File: config.mk
export PLATFORM = sky130hd
export DESIGN_NAME = btn_debounce_pulse
export DESIGN_NICKNAME = d
export VERILOG_FILES = /design/src/rtl/fsm_pkg.sv /design/src/rtl/sync_2ff.sv /design/src/rtl/btn_debounce_pulse.sv
export SDC_FILE = /design/constraint.sdc
export NUM_CORES = 1
export LEC_CHECK = 0
export ABC_AREA = 1
export ABC_CLOCK_PERIOD_IN_PS = 3400
export BUFFER_PORTS_ARGS = -buffer_cell sky130_fd_sc_hd__buf_2
export CORE_MARGIN = 4
export CORE_UTILIZATION = 30
export DETAILED_ROUTE_END_ITERATION = 12
export GPL_TIMING_DRIVEN = 0
export SLEW_MARGIN = 20
export SYNTH_ARGS = -nofsm -noshare
export SYNTH_HDL_FRONTEND = slang
export SYNTH_HIERARCHICAL = 1
export SYNTH_SLANG_ARGS = --single-unit
File: constraint.sdc
create_clock -name CLK -period 3.4 [get_ports CLK]
set_input_delay 0.68 -clock CLK [delete_from_list [all_inputs] [get_ports CLK]]
set_output_delay 0.68 -clock CLK [all_outputs]
set_load 0.02 [all_outputs]
File: src/rtl/fsm_pkg.sv
// Shared definitions for the button front-end and the LED timer FSM:
// state encoding and default counter widths.
package fsm_pkg;

  typedef enum logic [1:0] {
    IDLE         = 2'b00,
    PRESS_WAIT   = 2'b01,
    PRESSED      = 2'b10,
    RELEASE_WAIT = 2'b11
  } state_t;

  localparam int DEBLEN_DEF = 20;
  localparam int REPLEN_DEF = 24;

endpackage

File: src/rtl/sync_2ff.sv
// Two-flop synchronizer for a single asynchronous input bit,
// synchronous active-low reset to 0.
module sync_2ff (
  input  logic clk,
  input  logic rst_n,
  input  logic d,
  output logic q
);

  logic s1;
  logic s2;

  always_ff @(posedge clk) begin
    if (!rst_n) begin
      s1 <= 1'b0;
      s2 <= 1'b0;
    end else begin
      s1 <= d;
      s2 <= s1;
    end
  end

  assign q = s2;

endmodule

File: src/rtl/btn_debounce_pulse.sv
// Button conditioner: synchronizer, 4-state debounce FSM, one-cycle press pulse.
// Optional auto-repeat while held is enabled by defining BTN_REPEAT_EN.
module btn_debounce_pulse
  import fsm_pkg::*;
#(
  parameter int DEBLEN = DEBLEN_DEF,
  parameter int REPLEN = REPLEN_DEF
) (
  input  logic       CLK,
  input  logic       RST_N,
  input  logic       btn_in,
  output logic       pulse,
  output logic       level,
  output logic [3:0] debug
);

  logic              btn_s;
  state_t            state;
  state_t            state_next;
  logic [DEBLEN-1:0] cnt;
  logic [DEBLEN-1:0] cnt_next;
  logic              pulse_next;
  logic              level_next;
  logic [3:0]        debug_next;

`ifdef BTN_REPEAT_EN
  logic [REPLEN-1:0] rep_cnt;
  logic [REPLEN-1:0] rep_next;
`else
  logic unused_replen;
  assign unused_replen = (REPLEN == 0);
`endif

  sync_2ff u_sync (
    .clk   (CLK),
    .rst_n (RST_N),
    .d     (btn_in),
    .q     (btn_s)
  );

  // State register; pulse, level and debug are registered on the same edge.
  always_ff @(posedge CLK) begin
    if (!RST_N) begin
      state <= IDLE;
      cnt   <= '0;
      pulse <= 1'b0;
      level <= 1'b0;
      debug <= '0;
`ifdef BTN_REPEAT_EN
      rep_cnt <= '0;
`endif
    end else begin
      state <= state_next;
      cnt   <= cnt_next;
      pulse <= pulse_next;
      level <= level_next;
      debug <= debug_next;
`ifdef BTN_REPEAT_EN
      rep_cnt <= rep_next;
`endif
    end
  end

  always_comb begin
    state_next = state;
    cnt_next   = cnt;
    pulse_next = 1'b0;
    case (state)
      PRESS_WAIT: begin
        if (!btn_s) begin
          state_next = IDLE;
          cnt_next   = '0;
        end else if (cnt == '1) begin
          state_next = PRESSED;
          cnt_next   = '0;
          pulse_next = 1'b1;
        end else begin
          cnt_next = cnt + 1'b1;
        end
      end
      PRESSED: begin
        if (!btn_s) begin
          state_next = RELEASE_WAIT;
          cnt_next   = '0;
        end
      end
      RELEASE_WAIT: begin
        if (btn_s) begin
          state_next = PRESSED;
          cnt_next   = '0;
        end else if (cnt == '1) begin
          state_next = IDLE;
          cnt_next   = '0;
        end else begin
          cnt_next = cnt + 1'b1;
        end
      end
      default: begin
        // IDLE, and any unexpected encoding behaves as IDLE
        state_next = btn_s ? PRESS_WAIT : IDLE;
        cnt_next   = '0;
      end
    endcase

`ifdef BTN_REPEAT_EN
    // Repeat counter only runs while the FSM stays in PRESSED.
    rep_next = '0;
    if (state == PRESSED && state_next == PRESSED) begin
      rep_next = rep_cnt + 1'b1;
      if (rep_cnt == '1)
        pulse_next = 1'b1;
    end
`endif
  end

  always_comb begin
    level_next = (state_next == PRESSED) || (state_next == RELEASE_WAIT);
    debug_next = {state, btn_s, pulse_next};
  end

endmodule
# Word level (Yosys, flattened, before mapping)
# Cells that the tools add are included.
# totals
regBits	30
in_bits	3
output_inout_bits	6
elab_cells	31
# op_classes
n_addsub	1
n_eq_ne	7
n_mux	15
reduce_logical	1
# ops
operator	count
20-bit 2-to-1 mux	4
20-bit one-hot mux with 3 select lines	1
20-bit by 1-bit adder with 20-bit output (second input constant)	1
20-bit == test (second input constant)	1
2-bit 2-to-1 mux	5
2-bit == test (second input constant)	4
2-bit one-hot mux with 3 select lines	1
1-bit 2-to-1 mux	4
2-bit by 1-bit == test with 1-bit output (second input constant)	1
2-bit != test (second input constant)	1
1-bit logical OR	1

# Longest topological paths before layout
# logic_depth
depth_word	6
ltp_mapped	11
mapped_depth_nobuf	10

# By module
# The synthesis kept the hierarchy.
# by_module_without_submodules
module	n_inst	cells_each	area_per_inst_um2	seq_area_each_um2
btn_debounce_pulse	1	179	1335.0	540.5
sync_2ff	1	6	55.1	40.0

# Worst setup path after synthesis
# OpenSTA, ideal clock, no wires.
# synth_path
path_kind	reg2reg
startpoint	reg cnt[1]
endpoint	reg cnt[10]
setup_ns	0.119
arrival_time_ns	1.363
required_ns	3.281
setup_slack_ns	1.918
stages_incl_launch_ff	12
n_path_buf	1
period_less_slack_ns	1.482
cell_sequence	dfxtp_1 > ha_1 > nand2_1 > nor2_2 > nand2_1 > nor2_4 > nand2_2 > nand2_2 > a21oi_4 > inv_2 > buf_12 > nor2_2
# synth_via
elab_chain_cells	4
elab_cells_between_ends	6
cone_classes	1 x add/sub; 1 x eq/ne; 4 x mux
# synth_lines
item	line_no	text
start, declared	btn_debounce_pulse.sv:20	logic [DEBLEN-1:0] cnt;
start signal, assigned	btn_debounce_pulse.sv:54	cnt <= cnt_next;
20-bit by 1-bit adder with 20-bit output / 20-bit == test (equally long branches)	n/a	
20-bit 2-to-1 mux *	btn_debounce_pulse.sv:73, btn_debounce_pulse.sv:91	
20-bit 2-to-1 mux (on tied branches)	btn_debounce_pulse.sv:88, btn_debounce_pulse.sv:70	
20-bit one-hot mux with 3 select lines *	btn_debounce_pulse.sv:68	case (state)
# Every way passes the cells marked *; elsewhere a longest branch is shown, timed or not.
# A chain may end at the register's enable or synchronous reset.

# Final worst setup path
# layout_path
startpoint	reg cnt[1]
endpoint	reg cnt[11]
# The elaborated chain is that of the path after synthesis.

==> flow_summary.json <==
{
  "grt_pass1_vias": 1100,
  "cts_tree": "yes",
  "clk_pin_slew_ns": 0.06,
  "final_common_cell": "nand2_1",
  "firstDrtPassIters": 4,
  "pin_count": 9,
  "nNetsFinal": 204,
  "cp_top_family": "simple AND/OR/NAND/NOR gates",
  "overflow": 0,
  "synth_top_family_by_area": "simple AND/OR/NAND/NOR gates",
  "routed_wl_um": 2520,
  "p_sw_share_pct": 22.6,
  "grt_start_max_net_pins": 11,
  "crit_arrival_ns": 1.84,
  "grt_pass1_wl_um": 4680,
  "pwr-share-comb_pct": 1.4,
  "drt-initial-drc-count": 35,
  "htreeDepth": 2,
  "multi_input_area_um2": 688,
  "crit_type": "flop to flop",
  "worstPathMaxFanout": 10,
  "die_w_um": 76.1,
  "drv_cap": 0,
  "p_sw_w": 0.000141,
  "cts_sinks": 29,
  "clock-skew-final_ns": 0.00467,
  "synth_nets": 189,
  "synth_top_area_share_pct": 41.8,
  "start_kind": "flop",
  "fmax_ghz": 0.600,
  "mostFrequentLayoutCells": "48 x nand2_1, 29 x dfxtp_1, 20 x nor2_1, 19 x inv_1, 10 x nand3_1",
  "clockRootBuffer": "clkbuf_8",
  "cp_slowest_cell": "dfxtp_1",
  "synth-xor-area-share_pct": 8.19,
  "drive_gt1_share_pct": 18.9,
  "period_share_pct": 49.0,
  "cts_buffer_depth": 2,
  "setup_viol": 0,
  "hold_path_class": "flop to flop",
  "p_int_w": 0.000485,
  "clock_latency_ns": 0.28,
  "seq_area_um2": 581,
  "cts_buffers": 5,
  "synthAdderAreaFrac_pct": 0.900,
  "dieArea_um2": 5790,
  "r2r_setup_slack_ns": 1.73,
  "path_buf_inv": 2,
  "ys_warn_count": 6,
  "ant_nets": 0,
  "antennaDiodeCount": 0,
  "p_seq_share_pct": 54.7,
  "numPortBuffers": 8,
  "synth_area_um2": 1390,
  "post_cts_resized": 0,
  "pwr_density_cell_nw_per_um2": 396,
  "grt_usage_pct": 9.69,
  "synth_compound_area_share_pct": 5.49,
  "antenna_found_initial": 0,
  "p_clk_share_pct": 43.9,
  "hold_buffers": 0,
  "finish.utilization_pct": 35.8,
  "synth_area_per_cell_um2": 7.51,
  "wire_per_inst_um": 9.94,
  "fillers": 479,
  "start_util_pct": 31.5,
  "drv_slew": 0,
  "drc": 0,
  "rsz0062_at_grt": "false",
  "fp.dieH_um": 76.1,
  "ys_types": 25,
  "finalHoldViolations": 0,
  "critical_path_required_ns": 3.58,
  "power.total_w": 0.000626,
  "ir_drop_v": 0.000208,
  "area_delta_synth_final_pct": 13.8,
  "synth.area.top_cells": "dfxtp_1 42%, nand2_1 13%, nor2_1 5.4%",
  "total_leakage_power_nw": 0.612,
  "cpPeakStageDelay_ns": 0.36,
  "fin_crit_ns": 1.67,
  "synth-seq-area-share_pct": 41.8,
  "end_kind": "flop",
  "viasPerCell": 4.43,
  "fin_worst_hold_slack_ns": 0.414,
  "rows": 24,
  "cts_setup_buffers": 0,
  "vias": 1121,
  "worstMarginPinSlew_ns": 0.460,
  "synth_mux_area_share_pct": 0,
  "path_cells": "ha_1 -> nand2_1 -> nor2_2 -> nand2_1 -> nor2_4 -> nand2_2 -> nand2_2 -> a21oi_4 -> inv_2 -> buf_12 -> nor2_2",
  "core_um2": 4410,
  "synth-simple-area-share_pct": 34.9,
  "tns_ns": 0,
  "synth_top_cell_by_area": "dfxtp_1",
  "gp_congestion": 0.771,
  "synth_cells": 185,
  "post-dp-hpwl_um": 1880,
  "synth_seq_cells": 29,
  "outcome": "finished clean",
  "maxSlewHeadroom_pct": 69.1
}
-- final timing paths --
path                                start        to  depth (start not counted)
worst min register to register  u_sync/s1  u_sync/q                          2
worst max-delay path               cnt[1]   cnt[11]                         11
worst min-delay path            u_sync/s1  u_sync/q                          2
worst max register to register     cnt[1]   cnt[11]                         11
-- layout make-up --
type,instances,area share [%]
Inverter,22,5.22
Clock inverter,3,1.11
Tap cell,52,4.11
Multi-Input combinational cell,131,43.5
Sequential cell,29,36.7
Buffer,3,2.45
Timing Repair Buffer,8,2.53
Clock buffer,5,4.35
-- stage by stage --
step | area (um2) | cells | setup WS [ns]
3_3_place_gp | 1500 | 245 | 1.76
5_1_grt | 1580 | 253 | 1.59
4_1_cts | 1580 | 253 | 1.71
6_report | 1580 | 253 | 1.73
3_5_place_dp | 1500 | 245 | 1.72
2_1_floorplan | 1390 | 185 | 1.92
-- per-layer routing --
metal	global-route usage [%]	part of all wire, %
met4	5.77	2.3
met5	0	0
met3	2.48	2.3
met1	12.0	52
met2	15.0	44
-- tightest hold or removal path, delay by kind of cell (launching register included) --
family | cells | cell delay [ns]
flip-flops | 1 | 0.31
buffers and inverters | 1 | 0.04
AND/OR/NAND/NOR | 1 | 0.04
-- power by group through the flow --
| stage | registers [W] | clock network, W | logic (W) |
|---|---|---|---|
| 6_report | 0.000343 | 0.000275 | 0.00000887 |
| 5_1_grt | 0.000343 | 0.000298 | 0.00000986 |
| 4_1_cts | 0.000343 | 0.000287 | 0.00000885 |
| 3_5_place_dp | 0.000350 | 0 | 0.00000870 |
| 3_3_place_gp | 0.000350 | 0 | 0.00000868 |
| 2_1_floorplan | 0.000351 | 0 | 0.00000450 |
-- sequential cells by signal (all words and copies together), names as in the netlist --
| name | count |
|---|---|
| state | 2 |
| u_sync/s1 | 1 |
| cnt | 20 |
| debug | 4 |
| u_sync/q | 1 |
| level | 1 |
-- cell usage after synthesis, drive strengths merged --
| cell type | count |
|---|---|
| nand3b | 1 |
| o21ai | 2 |
| dfxtp | 29 |
| xnor2 | 6 |
| buf | 3 |
| nand4 | 4 |
| nand2 | 52 |
| nand3 | 10 |
| or2 | 1 |
| and2 | 1 |
| a22oi | 2 |
| clkinv | 1 |
| inv | 21 |
| nor2 | 32 |
| xor2 | 7 |
| ha | 1 |
| a21oi | 8 |
| nor3 | 4 |
-- cell families (layout without fill, tap and decap cells) --
group | count (synthesis) | count (layout)
fa+ha+maj | 1 | 1
compound gates | 12 | 12
flops | 29 | 29
xor+xnor | 13 | 13
simple gates | 105 | 105
buf+inv | 25 | 41
(Power assumes the default switching activity.)
